==> src/rtl/fifo_wr_adapter_pkg.sv <==
// Shared constants for the FIFO write adapter and its skid buffer.
package fifo_wr_adapter_pkg;

  localparam int SKID_DEPTH = 2;
  localparam int SKID_CNT_W = 2;

  // Occupancy at which the skid can take no further beats.
  localparam logic [SKID_CNT_W-1:0] SKID_FULL_CNT = SKID_CNT_W'(SKID_DEPTH);

endpackage

==> src/rtl/fifo_skid_buf.sv <==
// Two-entry ordered buffer; the head is always entry 0, so no wrap pointer is needed.
module fifo_skid_buf
  import fifo_wr_adapter_pkg::*;
#(
  parameter int DATA_WIDTH = 8
) (
  input  logic                  clk,
  input  logic                  resetn,
  input  logic                  push,
  input  logic                  pop,
  input  logic [DATA_WIDTH-1:0] din,
  output logic [DATA_WIDTH-1:0] head,
  output logic [SKID_CNT_W-1:0] cnt
);

  logic [DATA_WIDTH-1:0] entry0;
  logic [DATA_WIDTH-1:0] entry1;

  assign head = entry0;

  always_ff @(posedge clk or negedge resetn) begin
    if (!resetn) begin
      entry0 <= '0;
      entry1 <= '0;
      cnt    <= '0;
    end else begin
      case ({push, pop})
        2'b10: begin
          if (cnt == '0) entry0 <= din;
          else           entry1 <= din;
          cnt <= cnt + 2'd1;
        end
        2'b01: begin
          entry0 <= entry1;
          cnt    <= cnt - 2'd1;
        end
        2'b11: begin
          // Simultaneous pop and push keeps occupancy; shift only when a second entry exists.
          if (cnt == 2'd1) begin
            entry0 <= din;
          end else begin
            entry0 <= entry1;
            entry1 <= din;
          end
        end
        default: ;
      endcase
    end
  end

endmodule

==> src/rtl/fifo_wr_adapter.sv <==
// Converts a valid/ready stream into a registered native FIFO write port.
// A 2-entry skid holds beats accepted while the FIFO cannot take a write.
module fifo_wr_adapter
  import fifo_wr_adapter_pkg::*;
#(
  parameter int DATA_WIDTH = 8
) (
  input  logic                  clk,
  input  logic                  resetn,
  input  logic                  s_valid,
  input  logic [DATA_WIDTH-1:0] s_data,
  output logic                  s_ready,
  input  logic                  fifo_full,
  input  logic                  fifo_almost_full,
  output logic                  fifo_wr_en,
  output logic [DATA_WIDTH-1:0] fifo_din,
  output logic                  overflow
);

  logic                  accept;
  logic                  can_wr;
  logic                  have_skid;
  logic                  push;
  logic                  pop;
  logic [DATA_WIDTH-1:0] skid_head;
  logic [DATA_WIDTH-1:0] src;
  logic [SKID_CNT_W-1:0] skid_cnt;
  logic [SKID_CNT_W-1:0] cnt_next;

  assign accept    = s_valid && s_ready;
  // The write already on the port may consume the last free slot.
  assign can_wr    = !fifo_full && !(fifo_wr_en && fifo_almost_full);
  assign have_skid = (skid_cnt != '0);
  assign pop       = can_wr && have_skid;
  assign push      = accept && (have_skid || !can_wr);
  assign src       = have_skid ? skid_head : s_data;

  always_comb begin
    cnt_next = skid_cnt;
    case ({push, pop})
      2'b10:   cnt_next = skid_cnt + 2'd1;
      2'b01:   cnt_next = skid_cnt - 2'd1;
      default: cnt_next = skid_cnt;
    endcase
  end

  fifo_skid_buf #(
    .DATA_WIDTH(DATA_WIDTH)
  ) u_skid (
    .clk    (clk),
    .resetn (resetn),
    .push   (push),
    .pop    (pop),
    .din    (s_data),
    .head   (skid_head),
    .cnt    (skid_cnt)
  );

  always_ff @(posedge clk or negedge resetn) begin
    if (!resetn) begin
      s_ready    <= 1'b0;
      fifo_wr_en <= 1'b0;
      fifo_din   <= '0;
      overflow   <= 1'b0;
    end else begin
      s_ready  <= (cnt_next != SKID_FULL_CNT);
      overflow <= overflow | (fifo_wr_en & fifo_full);
      if (can_wr && (have_skid || accept)) begin
        fifo_wr_en <= 1'b1;
        fifo_din   <= src;
      end else begin
        fifo_wr_en <= 1'b0;
      end
    end
  end

endmodule

==> config.mk <==
export PLATFORM = sky130hd
export DESIGN_NAME = fifo_wr_adapter
export DESIGN_NICKNAME = d
export VERILOG_FILES = /design/src/rtl/fifo_wr_adapter_pkg.sv /design/src/rtl/fifo_skid_buf.sv /design/src/rtl/fifo_wr_adapter.sv
export SDC_FILE = /design/constraint.sdc
export NUM_CORES = 1
export LEC_CHECK = 0
export CAP_MARGIN = 40
export CELL_PAD_IN_SITES_DETAIL_PLACEMENT = 1
export CELL_PAD_IN_SITES_GLOBAL_PLACEMENT = 1
export CORE_MARGIN = 2
export CORE_UTILIZATION = 43
export CTS_CLUSTER_SIZE = 12
export DETAILED_ROUTE_END_ITERATION = 16
export DONT_BUFFER_PORTS = 1
export GPL_TIMING_DRIVEN = 1
export PLACE_DENSITY = 0.66
export SLEW_MARGIN = 20
export SYNTH_ARGS = -nofsm -noshare
export SYNTH_HDL_FRONTEND = slang
export SYNTH_HIERARCHICAL = 1
export SYNTH_SLANG_ARGS = --single-unit
==> constraint.sdc <==
create_clock -name clk -period 3.7 [get_ports clk]
set_input_delay 0.925 -clock clk [delete_from_list [all_inputs] [get_ports clk]]
set_output_delay 0.925 -clock clk [all_outputs]
set_load 0.005 [all_outputs]
==> run summary, run 1 <==
CP endpoint kind: register
TritonCTS Sinks: 29
gr ovfl total: 0
combinational share of power: 47.0%
1st-iter DRT viols: 58
Mapped Area: 0.00157 mm2
Hold Crit Class: primary input to async pin
GPL Wtd Cong: 0.861
chip height: 64.4 um
CTS hold repair buffers: 0
Gate Count Post-Synth: 127
Int Pwr: 962 uW
Yosys Warn Count: 6
Layout Skew: 14.3 ps
Top FF cell, synth: dfrtp_1
Detail Route Antenna Nets: 0
Pwr Total: 1.47 mW
status: complete, no violations
CTS-repair resized insts: 0
net switching power figure: 511 uW
DPL Wire Length: 2340 um
via count: 979
clk slew on worst S/H paths: 100 ps
post-CTS setup repair buffer count: 0
routed vias/inst: 5.63
count leader, synth: dfrtp_1
chip width: 64.4 um
WL per Instance: 17.9 um
number of max-cap violations: 0
Clock Power Share: 13.1%
Final Instance Count excl. Fillers: 174
Final Hold Viols: 0
slowest CP cell: or3_1
vias in the first global route: 1084
VDD IR max: 0.276 mV
first-pass GRT wire length: 5420 um
Final Cycle Share: 70.9%
crit-path cells: nor2_2 -> buf_4 -> a21oi_1 -> inv_1 -> ha_1 -> or3_1 -> and2_1 -> a31oi_1
Initial Util: 45.9%
CTS max path bufs: 2
number of synthesized register bits: 29
I/O pin total: 24
Max stage delay on crit path: 570 ps
Crit Path Class: register to register
setup TNS: 0 ps
Worst slew margin: 69.1%
# port buffers: 0
Inst Count DP: 167
Slew Limit Fails: 0
number of flops mapped to enable cells by yosys: 0
largest net degree at the start of global routing: 30
initial antenna violation count: 0
actual slew at the worst max-slew pin: 464 ps
GRT Util Overall: 17.5%
synth unique cells: 24
TritonCTS clock tree: built
nets: 147
pwr/cell area: 904 mW/mm2
Required @ worst endpoint: 3930 ps
CTS Buf Count: 5
WP buf/inv: 2
Net Sw Frac: 34.7%
first drt pass iteration count: 4
H-tree levels: 2
Flop pwr share: 39.9%
post-synthesis async set-or-reset flop share: 100%
fin crit period: 2630 ps
die area: 0.00414 mm2
count of final setup violators: 0
final WL: 3120 um
syn nets: 146
family with the most delay on the worst path: simple AND/OR/NAND/NOR gates
P_leak: 0.730 nW
synthesized area per cell: 12.3 um2
Worst EP arrival: 2860 ps
number of remaining DRC errors: 0
Root Driver: clkbuf_4
top post-synthesis cells by count: 29 x dfrtp_1, 24 x mux2_4, 17 x o21ai_0
Seq/Total Area, Yosys: 46.3%
core area: 0.00342 mm2
FMAX: 0.381 GHz
n_diodes: 0
RSZ-0062 raised after global routing: false
Critical Path Source Type: register
Clock Latency Late Sink: 320 ps
Max Fanout on Critical Path: 11
share of cells above drive strength 1: 27.3%
Synth area leader: dfrtp_1
Synth area leaders: dfrtp_1 46%, mux2_4 23%, o21ai_0 5.4%
Yosys top cell area share: 46.3%
Layout area overhead: 3.99%
row cnt: 21
flip-flops by register name (all words and copies together) (netlist names):
register and count:
fifo_din 8, u_skid/entry1 8, u_skid/cnt 2, u_skid/head 8
overflow 1, fifo_wr_en 1, s_ready 1
final timing paths:
check | startpoint | end | slack, ps | depth (start not counted)
max reg2reg | u_skid/cnt[0] | u_skid/head[3] | 1070 | 8
max | u_skid/cnt[0] | u_skid/head[3] | 1070 | 8
min reg2reg | overflow | overflow | 490 | 1
min in group clk | overflow | overflow | 490 | 1
min | resetn | fifo_din[7] | 280 | 0
max in group asynchronous | resetn | u_skid/entry1[2] | 3330 | 0
cells by family (layout without fill, tap and decap cells):
logic type	Yosys count	in the layout	share of synthesized area (%)
AOI/OAI and AO/OA	40	40	14.9
DFF	29	29	46.3
buffers and inverters	13	14	5.11
muxes	24	24	23.0
adders and majority gates	6	6	4.79
and+or+nand+nor	12	12	4.23
xor gates and xnor gates	3	3	1.68
through the flow:
stage | setup slack, ps | utilization [%] | area, um2 | hold WS [ps]
finish | 1070 | 47.7 | 1630 | 279
global route | 826 | 47.7 | 1630 | 254
CTS | 1080 | 47.7 | 1630 | 280
detailed placement | 828 | 46.1 | 1570 | 483
global placement | 887 | 46.1 | 1570 | 475
floorplan | 1210 | - | 1570 | 456
cells in the final DEF (no fill, tap or decap), types with 2 or more instances in the layout:
| cell | Yosys | final |
|---|---|---|
| inv_1 | 6 | 6 |
| mux2_4 | 24 | 24 |
| ha_1 | 6 | 6 |
| a31oi_1 | 9 | 9 |
| nor2_1 | 3 | 3 |
| clkbuf_4 | 0 | 5 |
| xnor2_1 | 3 | 3 |
| a21oi_1 | 10 | 10 |
| dfrtp_1 | 29 | 29 |
| nand2_1 | 2 | 2 |
| o21ai_0 | 17 | 17 |
cell type report:
cell class	count	area, um2
clock buffer	7	55.1
fill	360	1790
inverter	6	22.5
multi-input combinational	85	761
sequential	29	726
tap	46	57.6
timing repair buffer	1	7.51
power by group through the flow:
| stage | clock network (mW) | logic (mW) | registers (mW) |
|---|---|---|---|
| 2_1_floorplan | 0 | 0.637 | 0.559 |
| 3_3_place_gp | 0 | 0.665 | 0.585 |
| 3_5_place_dp | 0 | 0.695 | 0.594 |
| 4_1_cts | 0.196 | 0.697 | 0.589 |
| 5_1_grt | 0.221 | 0.758 | 0.613 |
| 6_report | 0.193 | 0.692 | 0.588 |
metal layers:
layer,track usage (%),share of wire [%],wire (um)
met1,22.8,49,1530
met2,26.8,45,1410
met3,4.93,4.5,139
met4,7.98,1.3,40
met5,0,0,0
(Power assumes the default switching activity.)
==> inputs of run 2 (changes only) <==
--- a/config.mk
+++ b/config.mk
@@ -14,7 +14,7 @@
 export DETAILED_ROUTE_END_ITERATION = 16
 export DONT_BUFFER_PORTS = 1
 export GPL_TIMING_DRIVEN = 1
-export PLACE_DENSITY = 0.66
+export PLACE_DENSITY = 0.68
 export SLEW_MARGIN = 20
 export SYNTH_ARGS = -nofsm -noshare
 export SYNTH_HDL_FRONTEND = slang
==> constraint.sdc (replaced) <==
create_clock -name clk -period 2.2 [get_ports clk]
set_input_delay 0.55 -clock clk [delete_from_list [all_inputs] [get_ports clk]]
set_output_delay 0.55 -clock clk [all_outputs]
set_load 0.005 [all_outputs]
==> run 2 against run 1 <==
Net effect:
- maximum frequency up 26%
- routed wire length up 11%
- via count up 7.8%
- sequential power up 67%
- design area up 9.5%
- critical path depth down 1
- clock skew down 4.7 ps
- die area unchanged
==> run summary, run 2 (synthesis gave the netlist of run 1 again) <==
largest net degree at the start of global routing: 30 (unchanged)
most common cell after layout, fill and taps aside: dfrtp_1 (unchanged)
count of final setup violators: 0 (unchanged)
final WL: 3460 um (was 3120 um)
Worst slew margin: 71.1% (was 69.1%)
Final Cycle Share: 94.8% (was 70.9%)
share of cells above drive strength 1: 38.5% (was 27.3%)
CP Launch Point: fifo_wr_en (was u_skid/cnt[0])
chip height: 64.4 um (unchanged)
number of max-cap violations: 0 (unchanged)
chip width: 64.4 um (unchanged)
vias in the first global route: 1142 (was 1084)
status: complete, no violations (unchanged)
n_diodes: 0 (unchanged)
TritonCTS Sinks: 29 (unchanged)
commonest non-fill, non-tap cells in the layout: 27 x dfrtp_1, 24 x mux2_4, 17 x o21ai_0 (was 29 x dfrtp_1, 24 x mux2_4, 17 x o21ai_0)
cell area after layout: 0.00178 mm2 (was 0.00163 mm2)
nets: 161 (was 147)
pwr/cell area: 1530 mW/mm2 (was 904 mW/mm2)
reg-to-reg startpoint: fifo_wr_en (was u_skid/cnt[0])
Critical Path Source Type: register (unchanged)
Hold Crit Class: primary input to register (was primary input to async pin)
RSZ-0062 raised after global routing: false (unchanged)
Crit Path Class: register to register (unchanged)
via count: 1055 (was 979)
Final Hold Viols: 0 (unchanged)
CTS max path bufs: 2 (unchanged)
# port buffers: 0 (unchanged)
VDD IR max: 0.533 mV (was 0.276 mV)
post-CTS setup repair buffer count: 0 (unchanged)
GPL Wtd Cong: 0.759 (was 0.861)
first drt pass iteration count: 4 (unchanged)
initial antenna violation count: 0 (unchanged)
row cnt: 21 (unchanged)
fin crit period: 2090 ps (was 2630 ps)
Slew Limit Fails: 0 (unchanged)
family with the most delay on the worst path: compound AO/OA/AOI/OAI gates (was simple AND/OR/NAND/NOR gates)
Layout Skew: 9.56 ps (was 14.3 ps)
P_leak: 0.812 nW (was 0.730 nW)
Max Fanout on Critical Path: 5 (was 11)
Required @ worst endpoint: 2420 ps (was 3930 ps)
Layout area overhead: 13.9% (was 3.99%)
Max stage delay on crit path: 440 ps (was 570 ps)
routed vias/inst: 5.58 (was 5.63)
DPL Wire Length: 2400 um (was 2340 um)
setup TNS: 0 ps (unchanged)
1st-iter DRT viols: 51 (was 58)
CP endpoint kind: register (unchanged)
HP Start: s_data[6]
H-tree levels: 2 (unchanged)
gr ovfl total: 0 (unchanged)
WP buf/inv: 1 (was 2)
core area: 0.00342 mm2 (unchanged)
I/O pin total: 24 (unchanged)
crit-path cells: a21oi_1 -> a21oi_2 -> ha_1 -> and2_4 -> a211o_1 -> buf_4 -> mux2_4 (was nor2_2 -> buf_4 -> a21oi_1 -> inv_1 -> ha_1 -> or3_1 -> and2_1 -> a31oi_1)
actual slew at the worst max-slew pin: 433 ps (was 464 ps)
fill count: 367 (was 360)
clk slew on worst S/H paths: 100 ps (about the same)
Clock Latency Late Sink: 330 ps (was 320 ps)
Initial Util: 45.9% (unchanged)
WL per Instance: 18.3 um (was 17.9 um)
die area: 0.00414 mm2 (unchanged)
number of remaining DRC errors: 0 (unchanged)
first-pass GRT wire length: 5890 um (was 5420 um)
Worst EP arrival: 2300 ps (was 2860 ps)
CTS Buf Count: 5 (unchanged)
Root Driver: clkbuf_4 (unchanged)
Detail Route Antenna Nets: 0 (unchanged)
TritonCTS clock tree: built (unchanged)
Placed Area: 0.00167 mm2 (was 0.00157 mm2)
slowest CP cell: dfrtp_1 (was or3_1)
FMAX: 0.479 GHz (was 0.381 GHz)
GRT Util Overall: 19.3% (was 17.5%)
-- run 2: cell types whose count changed in the layout (fill, tap and decap cells not counted), sizes merged --
cell and delta:
clkinv +1, buf +13, dlygate4sd3 +1
-- run 2: area by class of cell --
class,instances,area (um2),area share [%]
multi-input combinational,85,778,43.6
sequential,29,728,40.8
timing repair buffer,15,128,7.15
clock buffer,7,65.1,3.65
tap,46,57.6,3.23
inverter,6,22.5,1.26
clock inverter,1,5.00,0.281
-- run 2: per-stage QoR --
step / worst slack (ps) / utilization [%] / instances / hold slack, ps / power, mW
2_1_floorplan: 6.15 / - / 127 / 254 / 2.02
3_3_place_gp: 46.8 / 48.9 / 179 / 255 / 2.25
3_5_place_dp: -54.9 / 48.9 / 179 / 255 / 2.32
4_1_cts: 80.0 / 51.7 / 188 / 11.9 / 2.74
5_1_grt: 33.9 / 52.2 / 189 / 319 / 2.94
6_report: 113 / 52.2 / 189 / 356 / 2.72
-- run 2: final timing paths --
check | slack, ps | endpoint | cells after the start
hold / removal | 360 | u_skid/entry1[6] | 1
setup / recovery | 110 | u_skid/entry1[3] | 7
setup reg to reg | 110 | u_skid/entry1[3] | 7
hold reg to reg | 510 | u_skid/entry1[7] | 1
min in group asynchronous | 680 | s_ready | 2
max in group asynchronous | 1340 | fifo_din[0] | 2
-- run 2: timing repair --
item	in CTS	in global routing
setup endpoints to repair	1	5
hold endpoints to repair	29	6
hold buffers	1	1
gates resized for setup	2	3
-- run 2: power breakdown --
group	leakage, nW	switching (mW)	internal, mW	total, mW
clock network	0.0413	0.193	0.185	0.378
logic	0.442	0.575	0.787	1.36
registers	0.329	0.180	0.803	0.983
-- run 2: layer usage --
| metal | GRT usage (%) | wire length, um | vias up |
|---|---|---|---|
| li1 | - | - | 488 |
| met1 | 22.6 | 1500 | 538 |
| met2 | 31.1 | 1730 | 22 |
| met4 | 9.04 | 77 | 0 |
| met5 | 0 | 0 | - |
| met3 | 7.39 | 146 | 7 |
